### src/rtl/mpu_i2c_master.sv
`default_nettype none
// +----------------------------------------------------------------------------+
// | Module      : mpu_i2c_master                                               |
// | Description : I2C master frame engine: START, addr+W, n writes, optional   |
// |               Sr + addr+R + m reads, STOP. Returns read bytes one by one.  |
// | Revision    : 1.0 - initial release                                        |
// +----------------------------------------------------------------------------+
module mpu_i2c_master #(
  parameter logic [6:0]  DEV_ADDR = 7'h68,
  parameter int unsigned CLK_DIV  = 62
) (
  input  logic        clk,
  input  logic        rst_n,
  input  logic        en_start,
  input  logic        rd_now,
  input  logic [2:0]  n,
  input  logic [2:0]  m,
  input  logic [15:0] data_packed,
  input  logic        sda_i,
  output logic        scl,
  output logic        sda_oe,
  output logic        busy,
  output logic        done,
  output logic        ack_err,
  output logic [7:0]  rd_data,
  output logic        rd_valid
);

  localparam int unsigned            c_QCNT_W = (CLK_DIV > 2) ? $clog2(CLK_DIV) : 1;
  localparam logic [c_QCNT_W-1:0]    c_QMAX   = c_QCNT_W'(CLK_DIV - 1);

  typedef enum logic [3:0] {
    S_IDLE, S_START, S_ADDR_W, S_ACK_AW, S_WR_BYTE, S_ACK_WR, S_RSTART,
    S_ADDR_R, S_ACK_AR, S_RD_BYTE, S_MACK, S_STOP, S_DONE
  } state_t;

  state_t                r_state;
  state_t                w_next;
  logic [c_QCNT_W-1:0]   r_qcnt;
  logic [1:0]            r_q;
  logic [2:0]            r_bit;
  logic                  r_rd_en;
  logic [1:0]            r_wr_left;
  logic                  r_wr_idx;
  logic [2:0]            r_rd_left;
  logic [15:0]           r_data;
  logic                  r_sda_smp;
  logic [6:0]            r_shift;
  logic                  r_sda_oe;
  logic                  r_ack_err;
  logic [7:0]            r_rd_data;
  logic                  r_rd_valid;

  logic                  w_active;
  logic                  w_q_end;
  logic                  w_slot_end;
  logic                  w_q1_go;
  logic                  w_q3_go;
  logic [7:0]            w_tx_byte;
  logic                  w_tx_bit;

  assign w_active   = (r_state != S_IDLE) && (r_state != S_DONE);
  assign w_q_end    = (r_qcnt == c_QMAX);
  assign w_slot_end = w_q_end && (r_q == 2'd3);
  assign w_q1_go    = w_q_end && (r_q == 2'd0);
  assign w_q3_go    = w_q_end && (r_q == 2'd2);

  always_comb begin
    w_tx_byte = {DEV_ADDR, 1'b0};
    case (r_state)
      S_ADDR_R:  w_tx_byte = {DEV_ADDR, 1'b1};
      S_WR_BYTE: w_tx_byte = r_wr_idx ? r_data[7:0] : r_data[15:8];
      default:   w_tx_byte = {DEV_ADDR, 1'b0};
    endcase
  end
  assign w_tx_bit = w_tx_byte[3'd7 - r_bit];

  always_ff @(posedge clk or negedge rst_n) begin
    if (!rst_n) r_state <= S_IDLE;
    else        r_state <= w_next;
  end

  // Transitions other than IDLE/DONE happen only on the last cycle of a slot
  always_comb begin
    w_next = r_state;
    case (r_state)
      S_IDLE: if (en_start) w_next = S_START;
      S_DONE: w_next = S_IDLE;
      default: begin
        if (w_slot_end) begin
          case (r_state)
            S_START:   w_next = S_ADDR_W;
            S_ADDR_W:  if (r_bit == 3'd7) w_next = S_ACK_AW;
            S_ACK_AW: begin
              if (r_sda_smp)              w_next = S_STOP;
              else if (r_wr_left != 2'd0) w_next = S_WR_BYTE;
              else if (r_rd_en)           w_next = S_RSTART;
              else                        w_next = S_STOP;
            end
            S_WR_BYTE: if (r_bit == 3'd7) w_next = S_ACK_WR;
            S_ACK_WR: begin
              if (r_sda_smp)              w_next = S_STOP;
              else if (r_wr_left > 2'd1)  w_next = S_WR_BYTE;
              else if (r_rd_en)           w_next = S_RSTART;
              else                        w_next = S_STOP;
            end
            S_RSTART:  w_next = S_ADDR_R;
            S_ADDR_R:  if (r_bit == 3'd7) w_next = S_ACK_AR;
            S_ACK_AR:  w_next = r_sda_smp ? S_STOP : S_RD_BYTE;
            S_RD_BYTE: if (r_bit == 3'd7) w_next = S_MACK;
            S_MACK:    w_next = (r_rd_left > 3'd1) ? S_RD_BYTE : S_STOP;
            S_STOP:    w_next = S_DONE;
            default:   w_next = S_IDLE;
          endcase
        end
      end
    endcase
  end

  always_ff @(posedge clk or negedge rst_n) begin
    if (!rst_n) begin
      r_qcnt     <= '0;
      r_q        <= 2'd0;
      r_bit      <= 3'd0;
      r_rd_en    <= 1'b0;
      r_wr_left  <= 2'd0;
      r_wr_idx   <= 1'b0;
      r_rd_left  <= 3'd0;
      r_data     <= 16'h0000;
      r_sda_smp  <= 1'b1;
      r_shift    <= 7'd0;
      r_sda_oe   <= 1'b0;
      r_ack_err  <= 1'b0;
      r_rd_data  <= 8'h00;
      r_rd_valid <= 1'b0;
    end else begin
      r_rd_valid <= 1'b0;
      if (!w_active) begin
        r_qcnt   <= '0;
        r_q      <= 2'd0;
        r_bit    <= 3'd0;
        r_sda_oe <= 1'b0;
        if ((r_state == S_IDLE) && en_start) begin
          r_rd_en   <= rd_now && (m != 3'd0);
          r_wr_left <= (n > 3'd2) ? 2'd2 : n[1:0];
          r_wr_idx  <= 1'b0;
          r_rd_left <= m;
          r_data    <= data_packed;
          r_ack_err <= 1'b0;
        end
      end else begin
        if (w_q_end) begin
          r_qcnt <= '0;
          r_q    <= r_q + 2'd1;
        end else begin
          r_qcnt <= r_qcnt + 1'b1;
        end

        if (w_slot_end) begin
          if ((r_state == S_ADDR_W) || (r_state == S_WR_BYTE) ||
              (r_state == S_ADDR_R) || (r_state == S_RD_BYTE))
            r_bit <= r_bit + 3'd1;
          if (r_state == S_ACK_WR) begin
            r_wr_left <= r_wr_left - 2'd1;
            r_wr_idx  <= 1'b1;
          end
          if (r_state == S_MACK) r_rd_left <= r_rd_left - 3'd1;
        end

        // Data and ACK changes land at the start of q1, while SCL is low
        if (w_q1_go) begin
          case (r_state)
            S_START, S_RSTART, S_ACK_AW, S_ACK_WR, S_ACK_AR, S_RD_BYTE: r_sda_oe <= 1'b0;
            S_STOP:  r_sda_oe <= 1'b1;
            S_MACK:  r_sda_oe <= (r_rd_left > 3'd1);
            default: r_sda_oe <= ~w_tx_bit;
          endcase
        end

        // Last cycle of q2: sample the line; START/STOP edges go out in q3
        if (w_q3_go) begin
          r_sda_smp <= sda_i;
          if ((r_state == S_START) || (r_state == S_RSTART)) r_sda_oe <= 1'b1;
          if (r_state == S_STOP) r_sda_oe <= 1'b0;
          if (sda_i && ((r_state == S_ACK_AW) || (r_state == S_ACK_WR) || (r_state == S_ACK_AR)))
            r_ack_err <= 1'b1;
          if (r_state == S_RD_BYTE) begin
            r_shift <= {r_shift[5:0], sda_i};
            if (r_bit == 3'd7) begin
              r_rd_data  <= {r_shift, sda_i};
              r_rd_valid <= 1'b1;
            end
          end
        end
      end
    end
  end

  assign scl      = w_active ? r_q[1] : 1'b1;
  assign sda_oe   = r_sda_oe;
  assign busy     = w_active;
  assign done     = (r_state == S_DONE);
  assign ack_err  = r_ack_err;
  assign rd_data  = r_rd_data;
  assign rd_valid = r_rd_valid;

endmodule
`default_nettype wire

### config.mk
export PLATFORM = sky130hd
export DESIGN_NAME = mpu_i2c_master
export DESIGN_NICKNAME = d
export VERILOG_FILES = /design/src/rtl/mpu_i2c_master.sv
export SDC_FILE = /design/constraint.sdc
export NUM_CORES = 1
export LEC_CHECK = 0
export ABC_AREA = 1
export CORE_ASPECT_RATIO = 1.25
export CORE_MARGIN = 10
export CORE_UTILIZATION = 30
export CTS_CLUSTER_DIAMETER = 120
export DETAILED_ROUTE_END_ITERATION = 10
export GPL_TIMING_DRIVEN = 0
export SLEW_MARGIN = 20
export SYNTH_ARGS = -nofsm -noshare
export SYNTH_HDL_FRONTEND = slang
export SYNTH_SLANG_ARGS = --single-unit
### constraint.sdc
create_clock -name clk -period 4.66 [get_ports clk]
set_input_delay 0.932 -clock clk [delete_from_list [all_inputs] [get_ports clk]]
set_output_delay 0.932 -clock clk [all_outputs]
set_load 0.01 [all_outputs]
==> impl_metrics.ini, run 1 <==
[sta]
post-route-min-period_ns = 3.228
setup_tns_ns = 0
timing.fmax_mhz = 309.8
maxSlewViolCount = 0
finalSetupViolCount = 0
fin_worst_skew_ns = 0.006049
period_share_pct = 69.28
hold_viol_final = 0
rsz0062_at_grt = false
setup_ws_ns = 1.432
relSlewSlack_pct = 67.64
tightest_slew_ns = 0.4836

[detailed_routing]
drt_first_iter_violations = 163
drt-pass1-iter-count = 4
vias = 2589
wl_per_cell_um = 12.66
avgViaCountPerCell = 4.558
drcViolationCount = 0
drt_wl_total_um = 7192
ant_nets = 0

[placement]
place_ws_ns = 1.754
port_buffers = 40
place_congestion = 0.8610
hpwlAfterDp_um = 5349

[finish]
n_antenna_cell = 0
num-nets-final = 473
final_common_cell = nand2_1
multi_input_area_um2 = 1408
num-fill-cells = 1043
syn2layout_area_growth_pct = 29.66
drive_gt1_share_pct = 10.93
mostFrequentLayoutCells = 124 x nand2_1, 56 x dfrtp_1, 43 x inv_1
final_core_util_pct = 39.42
final-seq-area_um2 = 1428

[clock_tree]
clk_latency_ns = 0.33
cts_tree = yes
h-tree-depth = 3
hold_buffers = 0
cts_buffers = 9
clk_pin_slew_worst_paths_ns = 0.05
cts_setup_buffers = 0
numClockSinks = 57
ctsLongestPathBuffers = 2
cts-root-buf = clkbuf_16
cts_resized = 0

[critical_path]
crit_chain = nor2_2, nand2_2, nand2_4, inv_1, buf_2, nand2_1, clkdlybuf4s50_1
critPathCaptureType = output port
crit_family = buffers and inverters
regToRegStartpoint = r_state[0]
rrSetupSlack_ns = 2.71
crit_type = reg2out
cpPeakStageDelay_ns = 0.53
rr_worst_depth = 7
cp_data_arrival_time_ns = 2.30
crit_slowest_cell = clkdlybuf4s50_1
critical_path.max_fanout = 10
crit_buf_inv = 3
cp.required_ns = 3.73
start_kind = flop
timing.rr.end = r_data[8]
crit_start = r_state[0]

[die]
io_pins = 41
die_y_um = 132.6
die_x_um = 110.1
dieArea_um2 = 14590
core_area_um2 = 10000
initial_utilization_pct = 30.41
row_count = 41

[logic_synthesis]
synth_edf_count = 0
synth_ff_type = dfrtp_1
synthArstFlopShare_pct = 100.0
synthDistinctLibCells = 35
synth-seq-cells = 57
seq_area_frac_synth_pct = 46.94
syn_area_um2 = 3042
yosys_warnings = 0
synth.avg_cell_area_um2 = 7.942
synth_cells = 383
syn-num-nets = 421

[global_route]
grt_max_degree = 58
grt_pass1_wl_um = 12330
first_global_vias = 2612
grt_use_total_pct = 10.61
overflow = 0
antenna_found_initial = 0

[power_and_ir_drop]
clockPowerShare_pct = 53.9
cellPowerDensity_nw_per_um2 = 321.0
ir_drop_mv = 0.1690
p_seq_share_pct = 40.6
pwr-share-comb_pct = 5.5
power.switching_uw = 257.4
swShare_pct = 20.33
intPower_uw = 1009
cellLeakagePower_uw = 0.001890

[outcome]
status = complete, no violations

[worst_hold_path]
min_from = r_data[6]
hp-class = reg2reg
hold_end = r_data[6]
whs_path_depth = 2

[run]
drv_cap = 0
-- worst max-delay path by stage --
stage / end / depth (start not counted)
2_1_floorplan: scl / 6
3_3_place_gp: r_qcnt[0] / 1
3_5_place_dp: scl / 7
4_1_cts: scl / 7
5_1_grt: scl / 7
6_report: scl / 7
-- sequential cells by signal, summed over array words and instances, names as in the netlist, 3 cells and up --
register	flops
r_bit	3
r_data	16
r_qcnt	6
r_rd_left	3
r_shift	7
r_state	4
rd_data	8
-- metal layers --
| layer | GRT usage, % | vias up | part of all wire [%] |
|---|---|---|---|
| li1 | - | 1323 | - |
| met1 | 12.66 | 1207 | 45 |
| met2 | 16.77 | 48 | 49 |
| met3 | 3.061 | 11 | 4.4 |
| met4 | 5.290 | 0 | 2.2 |
| met5 | 0 | - | 0 |
-- cells in the mapped netlist (2+ instances only) --
| cell | n | area [um2] |
|---|---|---|
| nand2_2 | 2 | 12.51 |
| a31oi_1 | 2 | 12.51 |
| nor2_2 | 6 | 37.54 |
| nor2_1 | 32 | 120.1 |
| nand2_1 | 124 | 465.5 |
| a21oi_1 | 3 | 15.01 |
| nor2_4 | 2 | 22.52 |
| nand3_1 | 23 | 115.1 |
| o21ai_2 | 9 | 78.83 |
| xor2_1 | 3 | 26.28 |
| clkbuf_1 | 3 | 11.26 |
| o22ai_1 | 2 | 12.51 |
| dfrtp_1 | 56 | 1401 |
| ha_1 | 11 | 137.6 |
| o21ai_0 | 39 | 195.2 |
| xnor2_1 | 2 | 17.52 |
| inv_2 | 2 | 7.510 |
| inv_1 | 43 | 161.4 |
| buf_2 | 3 | 15.01 |
-- cell families (layout without fill, tap and decap cells) --
kind of cell             count (synthesis)  count (layout)  share of synthesized area (%)
buffers and inverters                   52             108                          6.787
adder cells (fa/ha/maj)                 11              11                          4.525
multiplexers                             1               1                         0.4935
flip-flops                              57              57                          46.94
AND/OR/NAND/NOR                        197             197                          28.18
XOR/XNOR                                 5               5                          1.440
AO/OA/AOI/OAI                           60              60                          11.64
-- cell type report --
type,count,area share (%)
Sequential cell,57,36.20
Multi-Input combinational cell,274,35.69
Timing Repair Buffer,41,10.79
Clock buffer,13,7.107
Inverter,45,4.283
Tap cell,129,4.093
Buffer,7,0.9518
Clock inverter,2,0.8883
-- per-stage QoR --
step           cells  cell area, um2  power, uW  hold slack, ns
2_1_floorplan    383            3042      547.7          0.4417
6_report         568            3944       1266          0.4719
4_1_cts          568            3944       1283          0.4722
5_1_grt          568            3944       1320          0.5069
3_5_place_dp     553            3628      592.3          0.4608
3_3_place_gp     552            3603      588.0          0.4590
-- tightest hold or removal path, stage by stage, from the launching register on --
cell	delay, ns
dfrtp_1	0.34
nand2_1	0.06
nand2_1	0.04
-- power groups by stage --
stage	Clock, uW	Sequential, uW	Combinational, uW
5_1_grt	726	515	79.7
6_report	683	514	69.3
2_1_floorplan	0	520	27.5
4_1_cts	698	514	71.2
3_5_place_dp	0	522	70.7
3_3_place_gp	0	521	66.7
Power figures use the tool's default switching activity.
==> run 2: changes to the inputs <==
clock period = 2.6 ns   (was 4.66 ns; I/O delays follow)
==> impl_metrics.ini, run 2 (synthesized netlist as in run 1, its figures left out) <==
[sta]
timing.fmax_mhz = 401.0
maxSlewViolCount = 0
fin_worst_skew_ns = 0.005469
post-route-min-period_ns = 2.494
tightest_slew_ns = 0.4989
setup_tns_ns = 0
whs_ns = 0.1701
relSlewSlack_pct = 66.62
hold_viol_final = 0
rsz0062_at_grt = false
period_share_pct = 95.91
finalSetupViolCount = 0

[placement]
post-place-cells = 553
port_buffers = 40
hpwlAfterDp_um = 5349
place_congestion = 0.8610

[clock_tree]
ctsLongestPathBuffers = 2
h-tree-depth = 3
numClockSinks = 57
cts_tree = yes
clk_latency_ns = 0.33
cts-root-buf = clkbuf_16
clk_pin_slew_worst_paths_ns = 0.05
cts_buffers = 9

[critical_path]
timing.rr.end = rd_data[0]
critPathCaptureType = output port
critical_path.max_fanout = 10
start_kind = flop
cp_data_arrival_time_ns = 1.97
rrSetupSlack_ns = 0.68
regToRegStartpoint = r_qcnt[1]
cp.required_ns = 2.08
crit_type = reg2out
rr_worst_depth = 10

[detailed_routing]
drt_first_iter_violations = 167
drt-pass1-iter-count = 4
ant_nets = 0
wl_per_cell_um = 12.66
drt_wl_total_um = 7215
vias = 2585
avgViaCountPerCell = 4.535
drcViolationCount = 0

[die]
core_area_um2 = 10000
io_pins = 41
initial_utilization_pct = 30.41
die_x_um = 110.1
dieArea_um2 = 14590
row_count = 41
die_y_um = 132.6

[power_and_ir_drop]
ir_drop_mv = 0.2850
cellLeakagePower_uw = 0.001899
cellPowerDensity_nw_per_um2 = 571.3
power_uw = 2271

[finish]
final-seq-area_um2 = 1433
num-fill-cells = 1039
multi_input_area_um2 = 1418
syn2layout_area_growth_pct = 30.73
final_core_util_pct = 39.75
largest_reg_flops = 16
fin_cells = 570
num-nets-final = 475
drive_gt1_share_pct = 12.47
top_register = r_data
n_antenna_cell = 0
final_common_cell = nand2_1
mostFrequentLayoutCells = 124 x nand2_1, 52 x dfrtp_1, 42 x inv_1

[outcome]
status = complete, no violations

[global_route]
overflow = 0
first_global_vias = 2618
grt_max_degree = 58
antenna_found_initial = 0
grt_use_total_pct = 10.63
grt_pass1_wl_um = 12340

[run]
drv_cap = 0

[worst_hold_path]
hp-class = in2async
-- run 2: worst max path at each step --
stage	slack, ns	startpoint	to
CTS	0.06	r_state[1]	scl
floorplan	0.86	r_state[0]	scl
global route	0.006	r_state[0]	scl
finish	0.11	r_state[0]	scl
global placement	-0.81	rst_n	r_qcnt[0]
detailed placement	0.11	r_state[0]	scl
-- run 2: area by class of cell --
class | instances | area share (%)
well taps | 129 | 4.059
repair buffers | 43 | 11.08
clock buffers | 13 | 7.048
clock inverters | 2 | 0.8811
flip-flops and latches | 57 | 36.03
multi-input cells | 274 | 35.65
inverters | 45 | 4.248
plain buffers | 7 | 1.007
-- run 2: power breakdown --
part | leakage [uW] | total, uW | internal, uW | switching [uW]
Combinational | 0.00103 | 125 | 62.4 | 62.4
Sequential | 0.000709 | 922 | 909 | 12.9
Clock | 0.000158 | 1220 | 837 | 388
-- run 2: per-layer routing --
layer  share of wire [%]  GRT usage [%]  vias up
met5                   0              0        -
met4                 2.1          5.290        0
met3                 4.0          3.061       11
met2                  49          16.77       40
met1                  45          12.72     1206
li1                    -              -     1328
-- run 2: repair_timing --
action                     in CTS  in global routing
gates cloned                    0                  0
setup endpoints to repair       2                  2
hold buffers                    0                  0
buffers inserted                1                  1
pin swaps                       1                  1
gates resized for setup         6                  2
-- run 2: critical path, stage by stage, from the launching register on --
cell and delay, ns:
dfrtp_2 0.46, nor2_4 0.16, nand2_2 0.10, nand2_4 0.08
inv_2 0.07, buf_4 0.18, nand2_1 0.06, clkdlybuf4s50_1 0.53
-- run 2: stage by stage --
stage	setup slack [ns]	cell area (um2)
final	0.1063	3976
after global routing	0.006390	3976
after CTS	0.05946	3966
after detailed placement	0.1063	3628
after global placement	-0.8067	3603
after floorplan	0.8573	3042
==> run 3: changes to the inputs <==
CAP_MARGIN = 20   (was not set)
CTS_CLUSTER_DIAMETER = not set   (was 120)
==> results of run 3 <==
No change in the layout: final DEF, timing and power equal those of run 2.
